==> src/rtl/cpu_pkg.sv <==
// Shared CPU constants: datapath width, divider FSM encoding, control-unit states
// and the HI/LO source codes driven onto MemToReg.
package cpu_pkg;

  localparam int DATA_WIDTH = 32;

  localparam logic [1:0] DIV_IDLE = 2'd0;
  localparam logic [1:0] DIV_CALC = 2'd1;
  localparam logic [1:0] DIV_DONE = 2'd2;
  localparam logic [1:0] DIV_HOLD = 2'd3;

  localparam logic [3:0] CU_FETCH  = 4'd0;
  localparam logic [3:0] CU_DECODE = 4'd1;
  localparam logic [3:0] CU_EXEC   = 4'd2;
  localparam logic [3:0] CU_MEM    = 4'd3;
  localparam logic [3:0] CU_WB     = 4'd4;
  localparam logic [3:0] CU_DIV    = 4'd5;
  localparam logic [3:0] CU_MULT   = 4'd6;
  localparam logic [3:0] CU_EXCP   = 4'd7;

  localparam logic [2:0] MEMTOREG_ALU = 3'd0;
  localparam logic [2:0] MEMTOREG_MEM = 3'd1;
  localparam logic [2:0] MEMTOREG_HI  = 3'd2;
  localparam logic [2:0] MEMTOREG_LO  = 3'd3;

endpackage

==> src/rtl/div_unit.sv <==
// Restoring signed divider, one quotient bit per clock: HI=remainder, LO=quotient.
// DivOut 33 cycles after the start edge; divZero on the start edge when B==0.
module div_unit
  import cpu_pkg::*;
#(
  parameter int WIDTH = DATA_WIDTH
) (
  input  logic             clk,
  input  logic             reset,
  input  logic             DivCtrl,
  input  logic [WIDTH-1:0] A,
  input  logic [WIDTH-1:0] B,
  output logic [WIDTH-1:0] HI,
  output logic [WIDTH-1:0] LO,
  output logic             DivOut,
  output logic             divZero
);

  localparam int CW = $clog2(WIDTH) + 1;

  function automatic logic [WIDTH-1:0] cond_neg(input logic [WIDTH-1:0] v, input logic neg);
    return neg ? (~v + {{(WIDTH-1){1'b0}}, 1'b1}) : v;
  endfunction

  logic [1:0]       state_q, state_d;
  logic [WIDTH-1:0] rem_q, rem_d;
  logic [WIDTH-1:0] dvd_q, dvd_d;   // dividend shifts out MSB-first, quotient shifts in
  logic [WIDTH-1:0] dvs_q, dvs_d;
  logic [CW-1:0]    cnt_q, cnt_d;
  logic             qneg_q, qneg_d;
  logic             rneg_q, rneg_d;
  logic [WIDTH-1:0] hi_q, hi_d;
  logic [WIDTH-1:0] lo_q, lo_d;
  logic             divout_q, divout_d;
  logic             divzero_q, divzero_d;

  logic [WIDTH-1:0] shifted;
  logic [WIDTH:0]   trial;

  always_comb begin
    state_d   = state_q;
    rem_d     = rem_q;
    dvd_d     = dvd_q;
    dvs_d     = dvs_q;
    cnt_d     = cnt_q;
    qneg_d    = qneg_q;
    rneg_d    = rneg_q;
    hi_d      = hi_q;
    lo_d      = lo_q;
    divout_d  = 1'b0;
    divzero_d = 1'b0;

    // Remainder stays below |B| <= 2^(WIDTH-1), so its MSB is always free to shift out.
    shifted = {rem_q[WIDTH-2:0], dvd_q[WIDTH-1]};
    trial   = {1'b0, shifted} - {1'b0, dvs_q};

    case (state_q)
      DIV_IDLE: begin
        if (DivCtrl) begin
          if (B == '0) begin
            divzero_d = 1'b1;
            state_d   = DIV_HOLD;
          end else begin
            dvd_d   = cond_neg(A, A[WIDTH-1]);
            dvs_d   = cond_neg(B, B[WIDTH-1]);
            qneg_d  = A[WIDTH-1] ^ B[WIDTH-1];
            rneg_d  = A[WIDTH-1];
            rem_d   = '0;
            cnt_d   = '0;
            state_d = DIV_CALC;
          end
        end
      end
      DIV_CALC: begin
        if (!DivCtrl) begin
          state_d = DIV_IDLE;
        end else begin
          rem_d = trial[WIDTH] ? shifted : trial[WIDTH-1:0];
          dvd_d = {dvd_q[WIDTH-2:0], ~trial[WIDTH]};
          cnt_d = cnt_q + CW'(1);
          if (cnt_q == CW'(WIDTH - 1)) state_d = DIV_DONE;
        end
      end
      DIV_DONE: begin
        lo_d     = cond_neg(dvd_q, qneg_q);
        hi_d     = cond_neg(rem_q, rneg_q);
        divout_d = 1'b1;
        state_d  = DIV_HOLD;
      end
      DIV_HOLD: begin
        if (!DivCtrl) state_d = DIV_IDLE;
      end
      default: state_d = DIV_IDLE;
    endcase
  end

  always_ff @(posedge clk) begin
    if (reset) begin
      state_q   <= DIV_IDLE;
      rem_q     <= '0;
      dvd_q     <= '0;
      dvs_q     <= '0;
      cnt_q     <= '0;
      qneg_q    <= 1'b0;
      rneg_q    <= 1'b0;
      hi_q      <= '0;
      lo_q      <= '0;
      divout_q  <= 1'b0;
      divzero_q <= 1'b0;
    end else begin
      state_q   <= state_d;
      rem_q     <= rem_d;
      dvd_q     <= dvd_d;
      dvs_q     <= dvs_d;
      cnt_q     <= cnt_d;
      qneg_q    <= qneg_d;
      rneg_q    <= rneg_d;
      hi_q      <= hi_d;
      lo_q      <= lo_d;
      divout_q  <= divout_d;
      divzero_q <= divzero_d;
    end
  end

  assign HI      = hi_q;
  assign LO      = lo_q;
  assign DivOut  = divout_q;
  assign divZero = divzero_q;

endmodule

==> config.mk <==
export PLATFORM = sky130hd
export DESIGN_NAME = div_unit
export DESIGN_NICKNAME = d
export VERILOG_FILES = /design/src/rtl/cpu_pkg.sv /design/src/rtl/div_unit.sv
export SDC_FILE = /design/constraint.sdc
export NUM_CORES = 1
export LEC_CHECK = 0
export CAP_MARGIN = 10
export CORE_ASPECT_RATIO = 1.25
export CORE_UTILIZATION = 50
export CTS_BUF_LIST = sky130_fd_sc_hd__clkbuf_2 sky130_fd_sc_hd__clkbuf_4 sky130_fd_sc_hd__clkbuf_8
export CTS_CLUSTER_SIZE = 25
export DETAILED_ROUTE_END_ITERATION = 7
export HOLD_SLACK_MARGIN = 0.08
export PLACE_DENSITY_LB_ADDON = 0.15
export SKIP_CTS_REPAIR_TIMING = 1
export SYNTH_ARGS = -nofsm -noshare
export SYNTH_HDL_FRONTEND = slang
export SYNTH_SLANG_ARGS = --single-unit
==> constraint.sdc <==
create_clock -name clk -period 7.35 [get_ports clk]
set_input_delay 1.1025 -clock clk [delete_from_list [all_inputs] [get_ports clk]]
set_output_delay 1.1025 -clock clk [all_outputs]
set_load 0.05 [all_outputs]
* Word-level counts from Yosys, hierarchy flattened
Cells that the tools add are included.
W data, S select, Z words.
** Cells by class
- Bitwise operators :: 9
- $add $sub $neg :: 6
- Reductions and logical operators :: 7
- Mux-type cells :: 25
- Equal/unequal tests :: 9
** Operators with widths (number)
- $mux W32 :: 11
- $add A32 B1 Y32 const B :: 4
- $not A32 Y32 :: 4
- $pmux W32 S2 :: 2
- $sub A32 B32 Y33 :: 1
- $logic_not A32 Y1 :: 1
- $mux W6 :: 3
- $pmux W6 S2 :: 1
- $mux W2 :: 5
- $ne A2 B2 Y1 const B :: 4
- $pmux W2 S4 :: 1
- $add A6 B1 Y6 const B :: 1
- $eq A6 B5 Y1 const B :: 1
- $reduce_and A3 Y1 :: 2
- $eq A2 B2 Y1 const B :: 2
- $not A1 Y1 :: 4
- $reduce_and A4 Y1 :: 1
- $ne A3 B3 Y1 const B :: 1
- $reduce_or A3 Y1 :: 1
- $eq A2 B1 Y1 const B :: 1
- $logic_not A2 Y1 :: 1
- $mux W1 :: 2
- $reduce_bool A2 Y1 :: 1
- $xor A1 B1 Y1 :: 1
** Storage, ports and cells
- Register bits :: 172
- Output and inout bits :: 66
- Logic and storage cells :: 67
- Input port bits :: 67

* Logic depth before layout (Yosys ltp)
- Word-level depth :: 6
- Depth in mapped cells :: 13
- Depth with buffers taken out :: 12

* Least setup slack after synthesis
No wires, ideal clock.
- Path kind :: input -> register
- Start point :: input port B[24]
- End point :: register dvd_q[14]
- Cell stages on the path :: 11
- Path buffers :: 2
- Path slack :: 3.862 ns
- Library setup time :: 0.128 ns
- Required time :: 7.222 ns
- Arrival time :: 3.360 ns
- Cell sequence :: or4_1 -> or3_1 -> or3_1 -> or3_4 -> nor2_2 -> or2_2 -> buf_6 -> buf_6 -> a211oi_1 -> a21oi_1 -> nor2_1
** Between the ends
- Longest elaborated chain between the ends :: 3
** Ends and longest elaborated chain
- from (decl) :: line div_unit.sv:12 : input logic [WIDTH-1:0] B,
- $logic_not A32 Y1 :: line div_unit.sv:60 : if (B == '0) begin
- $ne A2 B2 Y1 (no line)
- $reduce_and A4 Y1 (no line)
- to (signal assigned) :: line div_unit.sv:113 : dvd_q <= dvd_d;
- to (decl) :: line div_unit.sv:27 : logic [WIDTH-1:0] dvd_q, dvd_d;
No other way between the ends.
A chain may end at the register's enable or synchronous reset.

* Worst setup path after layout
- Start point :: input port B[24]
- End point :: register cnt_q[5]
** Between the ends
- Longest elaborated chain between the ends :: 3
** Ends and longest elaborated chain
- $logic_not A32 Y1 :: line div_unit.sv:60
- $ne A2 B2 Y1 (no line)
- $reduce_and A4 Y1 (no line)
- to (signal assigned) :: line div_unit.sv:115 : cnt_q <= cnt_d;
- to (decl) :: line div_unit.sv:29 : logic [CW-1:0] cnt_q, cnt_d;
No other way between the ends.

==> results.rst <==
.. list-table::
   :header-rows: 1

   * - Metric
     - Value
   * - Area added between synthesis and finish
     - 16.9%
   * - Type of element launching the critical path
     - input port
   * - Initial Utilization
     - 50.9%
   * - Final cell count without fillers
     - 1696
   * - Skew final
     - between 15 and 20 ps
   * - Hold Vio Cnt, Final
     - 0
   * - Clock latency of the later-clocked register in the worst-skew pair
     - around 470 ps
   * - Final setup TNS
     - 0 ps
   * - I/O pin cnt
     - about 130
   * - Startpoint of the most critical hold path
     - dvs_q[22]$_SDFFE_PP0P_
   * - Min-Delay Endpoint
     - dvs_q[22]$_SDFFE_PP0P_
   * - Vias in the first global route
     - 9334
   * - Slack of the worst reg-to-reg path
     - 3420 ps
   * - Cell area power density
     - about 170 nW/um2
   * - Maximum resistive drop on vdd
     - 0.140 mV
   * - Setup WS post-layout
     - 2880 ps
   * - Count of final setup violators
     - 0
   * - Drt via density
     - 5.78
   * - NetSw
     - 0.000627 W
   * - Critical-path maximum fanout
     - between 60 and 70
   * - Pin count of the biggest net entering global routing
     - 84
   * - Ys async rst share
     - 0%
   * - Depth of the worst register-to-register path
     - 10
   * - WHS
     - 456 ps
   * - Total overflow reported by the global router
     - 0
   * - Setup slack after placement
     - 2430 ps
   * - Routability congestion estimate
     - slightly above 0.9
   * - Cell Area, Synth
     - 10600 um2
   * - Type of the worst setup path
     - in2reg
   * - CTS tree
     - done
   * - Gate power share
     - between 10% and 20%
   * - Fraction of layout cells with a size suffix above 1
     - 4.36%
   * - Critical path buffer and inverter count
     - 1
   * - Wire length per cell
     - around 16 um
   * - Share of Yosys cell area claimed by the top area cell type
     - about 33%
   * - Die Outline Area
     - between 20000 and 25000 um2
   * - Most used cells in the layout excluding fill and tap cells
     - 186 x nor2_1, 172 x dfxtp_1, 131 x clkdlybuf4s50_1, 121 x a211oi_1, 115 x nand2_1
   * - Cell class contributing the biggest share of worst-path delay
     - simple AND/OR/NAND/NOR gates
   * - Sw Ratio
     - between 30% and 40%
   * - I/O Buffers
     - around 130
   * - Worst Max-Slew Pin Slew
     - 1210 ps
   * - FP Rows
     - 59
   * - Internal power of the cells
     - 0.00145 W
   * - Post-detailed-route count of antenna-violating nets
     - 0
   * - Syn Area/Cell
     - around 7.9 um2
   * - Count of distinct cell types in the synthesized netlist
     - 67
   * - Worst-path cell with the longest stage delay
     - or2_2
   * - Number of remaining DRC errors
     - 2
   * - Number of pins with negative max-slew slack in the final report
     - 0
   * - Synthesis-stage register bit count
     - 172
   * - DRC violation total after the first TritonRoute iteration
     - 611
   * - Synth Flop Type
     - dfxtp_1
   * - Via count
     - 9811
   * - Synth warnings
     - 0
   * - Clock transition time at the flip-flop clock pins of the worst setup and hold paths
     - ~90 ps
   * - Worst-case clock buffer depth
     - 2
   * - Root buffer cell
     - clkbuf_8
   * - Combined global-route utilization of all metal layers
     - 26.1%
   * - Critical Path, Cell by Cell
     - clkdlybuf4s50_1 > or4_1 > or3_1 > or3_1 > or3_4 > nor2_2 > or2_2 > nor3_1 > xnor2_1 > nor3_1
   * - Delay contributed by the slowest stage of the critical path
     - 890 ps
   * - H-tree levels
     - 4
   * - Start of the worst register-to-register path
     - rem_q[0]$_SDFFE_PP0P_
   * - Routed wire length
     - ~28000 um
   * - Portion of the post-synthesis area used by sequential elements
     - about 33%
   * - Critical R2R Capture
     - rem_q[23]$_SDFFE_PP0P_
   * - Post-synth EDFFs
     - 0
   * - Horizontal extent of the die
     - 132 um
   * - Required time worst endpoint
     - 7670 ps
   * - Setup repair after global routing missed its margin
     - no
   * - HPWL Detailed
     - around 20000 um
   * - Kind of capture point of the worst setup path
     - flip-flop
   * - Worst hold path cell count
     - 2
   * - Maximum capacitance violations
     - 0
   * - Relative slew slack
     - between 10% and 20%
   * - Final Critical Period
     - around 4500 ps
   * - Outcome
     - complete, but fails checks
   * - Max Fclk
     - approximately 220 MHz
   * - P_leak
     - 4.53 nW
   * - Number of clock buffers inserted by TritonCTS
     - 17
   * - Commonest non-fill, non-tap cell in the layout
     - nor2_1
   * - Violations in the final reports
     - design-rule violations
   * - Placed insts
     - approximately 1700
   * - Post-Synthesis Net Count
     - 1440
   * - Critical Path AT
     - about 4800 ps
   * - Crit share post-route
     - 60.8%
   * - First-pass detailed-route iteration total
     - 7
   * - Antenna violations before repair
     - 0
   * - Largest area contributor in the netlist
     - dfxtp_1
   * - Number of instances in the synthesized netlist
     - 1334
   * - Core ar.
     - 20700 um2
   * - Y dimension of the die
     - 164 um
   * - Sinks on the clock net
     - 172
   * - Clock Power Share
     - 34.2%
   * - Layout net count
     - 1515
   * - Global-route wire length before repair
     - 45500 um
   * - Diode insertion count for antenna repair
     - 0
   * - Top post-synthesis cells by area
     - dfxtp_1 33%, xor2_1 9.1%, a211oi_1 8.6%, nor2_1 6.6%, ha_1 4.5%
   * - Seq pwr share
     - 47.8%
   * - Class of the worst hold path
     - reg2reg
layer usage:
layer	up-vias	track usage, %	part of all wire (%)
li1	4937	-	-
met1	4593	26.9	39
met2	225	51.4	55
met3	56	3.50	2.9
met4	0	12.7	3.4
met5	-	0	0
kinds of logic (layout without fill, tap and decap cells):
| kind of cell | Yosys count | count (layout) | synth area share, % |
|---|---|---|---|
| XOR/XNOR | 150 | 150 | 12.4 |
| buffers and inverters | 131 | 219 | 5.15 |
| AND/OR/NAND/NOR | 438 | 438 | 19.3 |
| multiplexers | 10 | 10 | 0.960 |
| adder cells (fa/ha/maj) | 39 | 39 | 4.69 |
| AO/OA/AOI/OAI | 394 | 394 | 24.8 |
| flip-flops | 172 | 172 | 32.6 |
Yosys cell counts, types with 18 or more instances:
| master | n |
|---|---|
| or4_1 | 18 |
| ha_1 | 38 |
| a21oi_1 | 82 |
| nand2_1 | 115 |
| xor2_1 | 110 |
| clkbuf_1 | 64 |
| o41ai_1 | 21 |
| dfxtp_1 | 172 |
| nor2_1 | 186 |
| inv_1 | 48 |
| o31ai_1 | 34 |
| a211oi_1 | 121 |
| xnor2_1 | 40 |
| o21ai_0 | 75 |
through the flow:
stage | total power, W | instance area [um2] | util [%]
floorplan | 0.00127 | 10600 | -
global placement | 0.00138 | 11900 | 57.5
detailed placement | 0.00138 | 11900 | 57.5
CTS | 0.00209 | 12300 | 59.5
global route | 0.00217 | 12300 | 59.5
finish | 0.00207 | 12300 | 59.5
tightest hold or removal path, cell delays in order, from the launching register on:
cell and delay, ps:
dfxtp_1 320, nand2_1 50, a21oi_1 50
power by group through the flow:
stage	logic (W)	registers, W	clock network [W]
after global routing	0.000414	0.000996	0.000760
after floorplan	0.000266	0.00100	0
final	0.000371	0.000991	0.000710
after detailed placement	0.000370	0.00101	0
after CTS	0.000372	0.000991	0.000723
after global placement	0.000367	0.00101	0
final cells by class:
class	count	area [um2]
sequential	172	3440
timing repair buffer	139	1370
inverter	48	180
multi-input combinational	1031	6590
tap	274	343
clock buffer	19	262
fill	1888	8400
clock inverter	13	154
registers in the layout, summed over array words and instances (netlist names), 2 cells and up:
signal   cells
cnt_q        6
LO          32
HI          32
rem_q       32
dvd_q       32
state_q      2
dvs_q       32
worst max path at each step:
stage / from / to / slack [ps] / cells past startpoint
global route: B[6] / cnt_q[5]$_SDFFE_PP0P_ / 2670 / 10
detailed placement: B[24] / cnt_q[5]$_SDFFE_PP0P_ / 2430 / 10
CTS: B[24] / cnt_q[5]$_SDFFE_PP0P_ / 2920 / 10
floorplan: B[24] / dvd_q[14]$_SDFFE_PP0P_ / 3860 / 11
finish: B[24] / cnt_q[5]$_SDFFE_PP0P_ / 2880 / 10
global placement: B[24] / cnt_q[5]$_SDFFE_PP0P_ / 2490 / 10
Note: power is estimated with default switching activity, not from simulation.
